**config.mk**
```make
export PLATFORM = sky130hd
export DESIGN_NAME = signal_switch_ctrl_flat
export DESIGN_NICKNAME = d
export VERILOG_FILES = /design/src/rtl/signal_switch_ctrl_pkg.sv /design/src/rtl/signal_switch_ctrl_if.sv /design/src/rtl/signal_switch_ctrl_period_timer.sv /design/src/rtl/signal_switch_ctrl.sv /design/src/flat_wrapper.sv
export SDC_FILE = /design/constraint.sdc
export NUM_CORES = 1
export LEC_CHECK = 0
export CORE_MARGIN = 2
export CORE_UTILIZATION = 48
export DETAILED_ROUTE_END_ITERATION = 6
export PLACE_DENSITY = 0.75
export SETUP_SLACK_MARGIN = 0.02
export SLEW_MARGIN = 25
export SYNTH_ARGS = -nofsm -noshare
export SYNTH_HDL_FRONTEND = slang
export SYNTH_SLANG_ARGS = --single-unit
export TNS_END_PERCENT = 1
```
**constraint.sdc**
```tcl
create_clock -name SYS_aclk -period 2 [get_ports SYS_aclk]
set_input_delay 0.4 -clock SYS_aclk [delete_from_list [all_inputs] [get_ports SYS_aclk]]
set_output_delay 0.4 -clock SYS_aclk [all_outputs]
set_load 0.1 [all_outputs]
```
**src/rtl/signal_switch_ctrl_pkg.sv**
```systemverilog
// signal_switch_pkg: shared definitions for the signal_switch controller.
//   - state_e     : controller FSM states
//   - DEF_*_WIDTH : default widths for datapath, settle count and auto period
//   - COUNT_WIDTH : width of the completed-switch counter
package signal_switch_pkg;
  localparam int DEF_DATA_WIDTH   = 16;
  localparam int DEF_SETTLE_WIDTH = 16;
  localparam int DEF_PERIOD_WIDTH = 32;
  localparam int COUNT_WIDTH      = 16;

  typedef enum logic [1:0] {
    ST_IDLE   = 2'd0,
    ST_ARM    = 2'd1,
    ST_SETTLE = 2'd2
  } state_e;
endpackage

```
**src/rtl/signal_switch_ctrl_if.sv**
```systemverilog
// signal_switch_ctrl_if: request / status bundle of the switch controller.
//   master : requester side (drives req_valid, req_sel, settle_cycles)
//   slave  : controller side (drives req_ready, switch, blank, busy, switch_count)
// With SIGNAL_SWITCH_CTRL_AUTO_EN defined the bundle also carries auto_en and
// auto_period, driven by the master.
interface signal_switch_ctrl_if #(
  parameter int SETTLE_WIDTH = 16,
  parameter int PERIOD_WIDTH = 32
);
  if (SETTLE_WIDTH < 1 || PERIOD_WIDTH < 1) begin : g_bad_width
    $error("signal_switch_ctrl_if: widths must be positive");
  end

  logic                    req_valid;
  logic                    req_sel;
  logic                    req_ready;
  logic [SETTLE_WIDTH-1:0] settle_cycles;
  logic                    switch;
  logic                    blank;
  logic                    busy;
  logic [15:0]             switch_count;
`ifdef SIGNAL_SWITCH_CTRL_AUTO_EN
  logic                    auto_en;
  logic [PERIOD_WIDTH-1:0] auto_period;
`endif

  modport master (
    output req_valid, req_sel, settle_cycles,
`ifdef SIGNAL_SWITCH_CTRL_AUTO_EN
    output auto_en, auto_period,
`endif
    input  req_ready, switch, blank, busy, switch_count
  );

  modport slave (
    input  req_valid, req_sel, settle_cycles,
`ifdef SIGNAL_SWITCH_CTRL_AUTO_EN
    input  auto_en, auto_period,
`endif
    output req_ready, switch, blank, busy, switch_count
  );
endinterface

```
**src/rtl/signal_switch_ctrl_period_timer.sv**
```systemverilog
// switch_period_timer: auto-toggle period counter (present only when
// SIGNAL_SWITCH_CTRL_AUTO_EN is defined).
//   i_clk, i_rst : clock, synchronous active-high reset
//   i_en         : count enable (auto enabled and controller idle/ready)
//   i_clr        : a request was accepted this cycle
//   i_period     : period in cycles; 0 disables firing
//   o_fire       : internal request strobe on the last cycle of the period
`ifdef SIGNAL_SWITCH_CTRL_AUTO_EN
module switch_period_timer #(
  parameter int PERIOD_WIDTH = 32
) (
  input  logic                    i_clk,
  input  logic                    i_rst,
  input  logic                    i_en,
  input  logic                    i_clr,
  input  logic [PERIOD_WIDTH-1:0] i_period,
  output logic                    o_fire
);
  logic [PERIOD_WIDTH-1:0] r_cnt;

  assign o_fire = i_en && (i_period != '0) && (r_cnt == i_period - PERIOD_WIDTH'(1));

  // Any accepted request (including the one o_fire produces) restarts the period.
  always_ff @(posedge i_clk) begin
    if (i_rst || !i_en || i_clr) r_cnt <= '0;
    else                         r_cnt <= r_cnt + PERIOD_WIDTH'(1);
  end
endmodule
`endif

```
**src/rtl/signal_switch_ctrl.sv**
```systemverilog
// signal_switch_ctrl: sequences a source change on signal_switch with blanking.
//   SYS_aclk  : clock (rising edge)
//   SYS_reset : synchronous active-high reset
//   bus       : signal_switch_ctrl_if.slave (request in, switch/blank/status out)
// Optional feature macro: SIGNAL_SWITCH_CTRL_AUTO_EN adds periodic auto-toggle
// requests (auto_en / auto_period) via switch_period_timer.
module signal_switch_ctrl
  import signal_switch_pkg::*;
#(
  parameter int DATA_WIDTH   = DEF_DATA_WIDTH,
  parameter int SETTLE_WIDTH = DEF_SETTLE_WIDTH,
  parameter int PERIOD_WIDTH = DEF_PERIOD_WIDTH
) (
  input logic                 SYS_aclk,
  input logic                 SYS_reset,
  signal_switch_ctrl_if.slave bus
);
  if (DATA_WIDTH < 1 || SETTLE_WIDTH < 1 || PERIOD_WIDTH < 1) begin : g_bad_width
    $error("signal_switch_ctrl: widths must be positive");
  end

  state_e                  r_state, w_next;
  logic                    r_switch, r_blank, r_tgt, r_ready_en;
  logic [SETTLE_WIDTH-1:0] r_settle, r_cnt;
  logic [COUNT_WIDTH-1:0]  r_switch_count;
  logic                    w_ready, w_int, w_acc, w_sel, w_change;

  // r_ready_en keeps req_ready low on the cycle right after a reset edge.
  assign w_ready = (r_state == ST_IDLE) && r_ready_en;

`ifdef SIGNAL_SWITCH_CTRL_AUTO_EN
  logic w_fire;
  switch_period_timer #(.PERIOD_WIDTH(PERIOD_WIDTH)) u_timer (
    .i_clk    (SYS_aclk),
    .i_rst    (SYS_reset),
    .i_en     (bus.auto_en && w_ready),
    .i_clr    (w_acc),
    .i_period (bus.auto_period),
    .o_fire   (w_fire)
  );
  // An external request in the same cycle takes precedence.
  assign w_int = w_fire && w_ready && !bus.req_valid;
`else
  assign w_int = 1'b0;
`endif

  assign w_acc    = (bus.req_valid && w_ready) || w_int;
  assign w_sel    = bus.req_valid ? bus.req_sel : ~r_switch;
  assign w_change = w_acc && (w_sel != r_switch);

  always_comb begin
    w_next = r_state;
    case (r_state)
      ST_IDLE:   if (w_change) w_next = ST_ARM;
      ST_ARM:    w_next = ST_SETTLE;
      ST_SETTLE: if (r_cnt == '0) w_next = ST_IDLE;
      default:   w_next = ST_IDLE;
    endcase
  end

  always_ff @(posedge SYS_aclk) begin
    if (SYS_reset) r_state <= ST_IDLE;
    else           r_state <= w_next;
  end

  always_ff @(posedge SYS_aclk) begin
    if (SYS_reset) begin
      r_switch       <= 1'b0;
      r_blank        <= 1'b0;
      r_tgt          <= 1'b0;
      r_ready_en     <= 1'b0;
      r_settle       <= '0;
      r_cnt          <= '0;
      r_switch_count <= '0;
    end else begin
      r_ready_en <= 1'b1;
      case (r_state)
        ST_IDLE: if (w_change) begin
          // Target and settle length are frozen here; later input changes are ignored.
          r_tgt    <= w_sel;
          r_settle <= bus.settle_cycles;
          r_blank  <= 1'b1;
        end
        ST_ARM: begin
          r_switch <= r_tgt;
          r_cnt    <= r_settle;
        end
        ST_SETTLE: begin
          if (r_cnt == '0) begin
            r_blank        <= 1'b0;
            r_switch_count <= r_switch_count + COUNT_WIDTH'(1);
          end else begin
            r_cnt <= r_cnt - SETTLE_WIDTH'(1);
          end
        end
        default: ;
      endcase
    end
  end

  assign bus.req_ready    = w_ready;
  assign bus.switch       = r_switch;
  assign bus.blank        = r_blank;
  assign bus.busy         = (r_state != ST_IDLE);
  assign bus.switch_count = r_switch_count;
endmodule

```
**src/flat_wrapper.sv**
```systemverilog
// flat-port wrapper written by rule: the top's interface ports become plain ports
module signal_switch_ctrl_flat import signal_switch_pkg::*;
#(
  parameter int DATA_WIDTH   = DEF_DATA_WIDTH,
  parameter int SETTLE_WIDTH = DEF_SETTLE_WIDTH,
  parameter int PERIOD_WIDTH = DEF_PERIOD_WIDTH
)
  (SYS_aclk, SYS_reset, bus_req_valid, bus_req_sel, bus_settle_cycles, bus_req_ready, bus_switch, bus_blank, bus_busy, bus_switch_count);
  signal_switch_ctrl_if #(.SETTLE_WIDTH(SETTLE_WIDTH), .PERIOD_WIDTH(PERIOD_WIDTH)) bus_i ();
  input logic SYS_aclk;
  input logic SYS_reset;
  input wire logic [$bits(bus_i.req_valid)-1:0] bus_req_valid;
  input wire logic [$bits(bus_i.req_sel)-1:0] bus_req_sel;
  input wire logic [$bits(bus_i.settle_cycles)-1:0] bus_settle_cycles;
  output wire logic [$bits(bus_i.req_ready)-1:0] bus_req_ready;
  output wire logic [$bits(bus_i.switch)-1:0] bus_switch;
  output wire logic [$bits(bus_i.blank)-1:0] bus_blank;
  output wire logic [$bits(bus_i.busy)-1:0] bus_busy;
  output wire logic [$bits(bus_i.switch_count)-1:0] bus_switch_count;
  assign bus_i.req_valid = bus_req_valid;
  assign bus_i.req_sel = bus_req_sel;
  assign bus_i.settle_cycles = bus_settle_cycles;
  assign bus_req_ready = bus_i.req_ready;
  assign bus_switch = bus_i.switch;
  assign bus_blank = bus_i.blank;
  assign bus_busy = bus_i.busy;
  assign bus_switch_count = bus_i.switch_count;
  signal_switch_ctrl #(.DATA_WIDTH(DATA_WIDTH), .SETTLE_WIDTH(SETTLE_WIDTH), .PERIOD_WIDTH(PERIOD_WIDTH)) u_core (.SYS_aclk(SYS_aclk), .SYS_reset(SYS_reset), .bus(bus_i));
endmodule
```
==> results of run 1 <==
[how the worst max path moves through the flow]
stage / endpoint / depth (start not counted) / start / slack (ns)
3_3_place_gp: u_core.r_cnt[10] / 7 / u_core.r_cnt[0] / -0.04
5_1_grt: u_core.bus.switch_count[13] / 7 / u_core.r_cnt[1] / -0.05
2_1_floorplan: u_core.r_settle[2] / 7 / u_core.r_state[1] / -0.20
6_report: u_core.bus.switch_count[13] / 6 / u_core.r_cnt[8] / 0.03
3_5_place_dp: u_core.bus.switch_count[9] / 7 / u_core.r_cnt[0] / -0.09
4_1_cts: u_core.bus.switch_count[9] / 7 / u_core.r_cnt[0] / -0.005
[routing by layer]
layer	track usage	share of wire	vias up
met5	0	0	-
met4	0.0786	0.017	0
met3	0.0372	0.053	11
met2	0.373	0.48	65
met1	0.306	0.45	1110
li1	-	-	1211
[where the power goes]
group	leakage (uW)	switching [uW]	internal (uW)	total [uW]
logic	0.000951	185	152	336
clock network	0.0000383	339	242	581
registers	0.000442	18.7	1100	1120
[placed cells by master, fill, tap and decap left out, types with 5 or more instances in the layout]
cell             synthesis  layout
nor3_1                  10       9
o211ai_1                 7       7
nor2_1                  40      40
o21ai_0                 10       9
dfxtp_2                  0      10
clkdlybuf4s50_1          0      18
nand3_1                 15      15
clkbuf_8                 0       5
mux2i_1                 18      18
dfxtp_1                 54      44
xnor2_1                  8       8
a21oi_1                 20      19
nand2b_1                 5       5
buf_4                    0      47
nand2_1                 34      33
[through the flow]
step	worst slack, ns	setup TNS, ns	utilization	hold WS (ns)
4_1_cts	-0.00467	-0.00482	0.644	0.417
6_report	0.0316	0	0.663	0.412
5_1_grt	-0.0466	-0.165	0.663	0.431
3_5_place_dp	-0.0907	-0.371	0.622	0.468
2_1_floorplan	-0.199	-2.59	-	0.445
3_3_place_gp	-0.0380	-0.0810	0.622	0.452
[critical path, delay by kind of cell, from the launching register on]
kind	cells	cell delay, ns
and+or+nand+nor	5	1.42
buffers and inverters	1	0.17
DFF	1	0.33
[synth_stat cells (4+ instances only)]
cell type / count / share of area
clkbuf_1: 16 / 0.023
or4_1: 7 / 0.020
nand2_1: 34 / 0.049
inv_1: 6 / 0.0087
a21o_1: 4 / 0.012
nand2b_1: 5 / 0.012
xnor2_1: 8 / 0.027
nor4_1: 4 / 0.0097
o21ai_0: 10 / 0.019
nor3_1: 10 / 0.019
nor2_1: 40 / 0.058
dfxtp_1: 54 / 0.42
o211ai_1: 7 / 0.020
xor2_1: 4 / 0.014
nand3_1: 15 / 0.029
mux2i_1: 18 / 0.070
a21oi_1: 20 / 0.039
nor2b_1: 4 / 0.0097
[logic make-up (layout without fill, tap and decap cells)]
logic type | count (synthesis) | count (layout)
xor+xnor | 12 | 12
flops | 54 | 54
simple gates | 138 | 138
mux | 21 | 21
fa+ha+maj | 2 | 2
compound gates | 57 | 57
buf+inv | 25 | 83
[area by class of cell]
| class | instances | share of cell area |
|---|---|---|
| Multi-Input combinational cell | 230 | 0.454 |
| Clock buffer | 7 | 0.0222 |
| Timing Repair Buffer | 69 | 0.172 |
| Inverter | 7 | 0.00766 |
| Tap cell | 70 | 0.0255 |
| Sequential cell | 54 | 0.319 |
[what timing repair did]
| item | 4_1_cts | 5_1_grt |
|---|---|---|
| gates resized for setup | 6 | 20 |
| pin swaps | 2 | 7 |
| setup endpoints to repair | 11 | 15 |
| buffers inserted | 1 | 1 |
| gates cloned | 0 | 0 |
[sequential cells by signal, indices dropped and copies added (netlist names)]
name                     cells
u_core.r_settle             16
u_core.r_state               2
u_core.bus.blank             1
u_core.r_tgt                 1
u_core.r_cnt                16
u_core.bus.switch_count     16
u_core.r_ready_en            1
u_core.bus.switch            1
==> run metrics, run 1 <==
gpl congestion around 0.94; Total GRT Usage 0.228; Endpoint, Worst Hold u_core.r_settle[0]; Tightest Pin Transition 0.420 ns; clk_lat worst skew approximately 0.31 ns; CTS tree done; max_slew headroom 0.719; Yosys cell types 44; syn_area_per_cell approximately 8.4 um2; share of cells above drive strength 1 0.256; min cycle time layout 1.97 ns; antenna viol nets, final 0; # placed instances between 400 and 500; first-pass GRT wire length 11.2 mm; initial antenna violation count 0; largest net degree at the start of global routing 25; Worst EP arrival 2.23 ns; Final Non-Filler Cells approximately 440; Worst R2R Path Depth 6; storage element area 1090 um2; routed len/inst ~15 um; Routed WL 6.61 mm; # setup viols final 0; DP HPWL 4.55 mm; synthesis-to-finish area growth 32.5%; Synth Flop Type dfxtp_1; post-cts hold buffer count 0; slowest stage cell on the critical path or3_4; mux cell area share after synthesis 0.0826; nets@finish 389; Peak Freq 508 MHz; final-report hold violation count 0; hold path startpoint SYS_reset; Post-Syn Instances just over 300; EDFF count, synth 0; io pins 40; Peak supply drop 0.339 mV; simple-gate share of the synthesized area 0.274; crit share post-route 0.984; Port Buffers 39; R2R Path Start u_core.r_cnt[8]; FF-to-FF End u_core.bus.switch_count[13]; critical-path maximum fanout 8; P_leak between 0.001 and 0.0015 uW; Power Dens Cells a little under 600 nW/um2; total power draw 2030 uW; CP Launch Type flop; synthesized area 2590 um2; Synth Area in Compound Gates 0.139; Congestion Overflow GR 0; Synth warnings 0; Post-DP Area 3220 um2; via count 2397; Root Buffer Master clkbuf_8; syn nets roughly 330; Multi-input gate area 1560 um2; Post-route DRC 0; type of the most critical hold path in -> reg; internal reg-to-reg setup slack around 0.032 ns; Initial DRC Count 139; worst path required time 2.26 ns; vias per inst 5.49; slowest stage delay, CP 0.48 ns; final count of pins violating max slew 0; die height between 70 and 80 um; Placeable Area 5170 um2; total of max-cap violations 0; CP Cell Sequence nor4_1, buf_4, nand4_1, or3_4, or4_4, nand2_1; Post-Synth Adder-Cell Area 0.00966; synthesis-stage register bit count 54; Seq/Total Area, Yosys 0.417; clock slew at reported path FFs 0.10 ns; CTS Buffer Depth 2; CTS H-tree depth 2; die area 6000 um2; starting density of the core 0.501; Worst Hold Path Cells 2; clk sink count 54; die width slightly below 80 um; num rows 26; unrepaired setup endpoints after global routing yes; run status finished, final reports clean; number of buffers created by CTS 5; vias in the first global route 2334; main combinational cell family by area after synthesis simple AND/OR/NAND/NOR gates; number of diodes 0; filler instances 435; TritonRoute pass-1 iters 4; CP Capture Type flop; Worst Skew 0.0132 ns; FFs w/ async S/R, synth 0; Design Area, Final 3430 um2; Synth Area in XOR/XNOR 0.0406; critical path class reg -> reg
No activity file was read; power rests on OpenSTA's default activity.
==> run 2: changes to the inputs <==
CTS_CLUSTER_SIZE = 12   (was unset)
HOLD_SLACK_MARGIN = 0.06   (was unset)
==> results of run 2 <==
No change in the layout: final DEF, timing and power equal those of run 1.
==> run 3: changes to the inputs <==
CORE_ASPECT_RATIO = 0.75   (was unset)
PLACE_DENSITY = 0.76   (was 0.75)
==> run metrics, run 3 (synthesis gave the netlist of run 1 again) <==
GR Layer Usage met1 0.313; Placeable Area 5270 um2; final hold slack ~0.46 ns; clk sink count 54; Worst Skew 0.00808 ns; largest net degree at the start of global routing 25; Power Dens Cells slightly above 600 nW/um2; Peak supply drop ~0.42 mV; TritonRoute pass-1 iters 4; DP HPWL 4.31 mm; CTS tree done; routed len/inst roughly 14 um; slowest stage delay, CP between 0.4 and 0.5 ns; antenna viol nets, final 0; CP Launch Type flop; CTS H-tree depth 2; via count 2390; Sw Pwr 576 uW; die width 88.8 um; number of buffers created by CTS 5; P_leak 0.00142 uW; total power draw 2070 uW; Tightest Pin Transition 0.429 ns; synthesis-to-finish area growth 31.7%; Design Area, Final 3410 um2; slowest stage cell on the critical path nor4_1; nets@finish 389; met2 Usage GRT 0.340; gr busiest metal met2; Port Buffers 39; Congestion Overflow GR 0; vias per inst 5.40; Peak Freq 513 MHz; io pins 40; final count of pins violating max slew 0; Clk pwr share 0.300; CP Cell Sequence inv_2, ha_4, nor4b_4, nand4_1, buf_4, nor4_1, xnor2_1, nor2_1; starting density of the core 0.492; number of diodes 0; Root Buffer Master clkbuf_8; met3 Use GR 0.0416; vias in the first global route ~2200; combinational group share of total power 0.163; worst path required time 2.21 ns; run status finished, final reports clean; gpl congestion 0.899; Initial DRC Count 203; Setup Buffers After CTS 0; initial antenna violation count 0; Worst EP arrival 2.16 ns; Seq pwr share 0.537; final-report hold violation count 0; Post-route DRC 0; post-cts hold buffer count 0; first-pass GRT wire length 10.4 mm; filler instances ~460; type of the most critical hold path reg -> reg; critical path class reg -> reg; Total GRT Usage 0.224; max_slew headroom 0.711; unrepaired setup endpoints after global routing yes; setup TNS 0 ns; most frequent cells in the layout 46 x buf_4, 44 x dfxtp_1, 40 x nor2_1; die height 67.6 um; crit share post-route 0.975; min cycle time layout 1.95 ns; clock slew at reported path FFs 0.10 ns; Routed WL 6.26 mm; Sw Share 0.278; Post-DP Area around 3200 um2; CP Capture Type flop; Int Pwr approximately 1500 uW; share of cells above drive strength 1 0.255; # setup viols final 0; num rows 23; clk_lat worst skew ~0.32 ns; commonest non-fill, non-tap cell in the layout buf_4; Post-Route Utilization 0.648; critical-path maximum fanout 11; CTS Buffer Depth 2; die area 6010 um2; total of max-cap violations 0
run 3: critical path, delay by kind of cell (launching register included):
family	cells	cell delay [ns]
adders and majority gates	1	0.14
buffers and inverters	2	0.30
and+or+nand+nor	4	0.88
DFF	1	0.34
xor gates and xnor gates	1	0.18
run 3: layout make-up:
class,instances,area [um2],share of cell area
clock buffers,5,68.8,0.0202
clock inverters,3,21.3,0.00623
inverters,7,26.3,0.00770
multi-input cells,231,1520,0.445
flip-flops and latches,54,1090,0.320
well taps,75,93.8,0.0275
repair buffers,68,591,0.173
run 3: per-stage QoR:
step | cells | worst slack [ns]
after floorplan | 309 | -0.199
after global placement | 434 | -0.000337
after detailed placement | 434 | -0.0713
after CTS | 442 | -0.00158
after global routing | 443 | -0.0624
final | 443 | 0.0497
run 3: final timing paths:
check / start / to / slack [ns] / depth (start not counted)
max: u_core.r_cnt[0] / u_core.bus.switch_count[10] / 0.05 / 8
min reg2reg: u_core.bus.blank / u_core.bus.blank / 0.46 / 2
max reg2reg: u_core.r_cnt[0] / u_core.bus.switch_count[10] / 0.05 / 8
min: u_core.bus.blank / u_core.bus.blank / 0.46 / 2
run 3: metal layers:
layer,routed length (um),share of wire
met1,2970,0.47
met2,2840,0.45
met3,327,0.052
met4,121,0.019
met5,0,0
run 3: what timing repair did:
action | in CTS | in global routing
endpoints found under the setup margin | 8 | 22
pin swaps | 1 | 5
cloned | 0 | 1
resized for setup | 3 | 14
run 3: power by group through the flow:
stage | logic (uW) | clock network (uW) | registers [uW]
2_1_floorplan | 180 | 0 | 1150
3_3_place_gp | 318 | 0 | 1140
3_5_place_dp | 322 | 0 | 1140
4_1_cts | 329 | 637 | 1110
5_1_grt | 365 | 697 | 1120
6_report | 337 | 623 | 1110
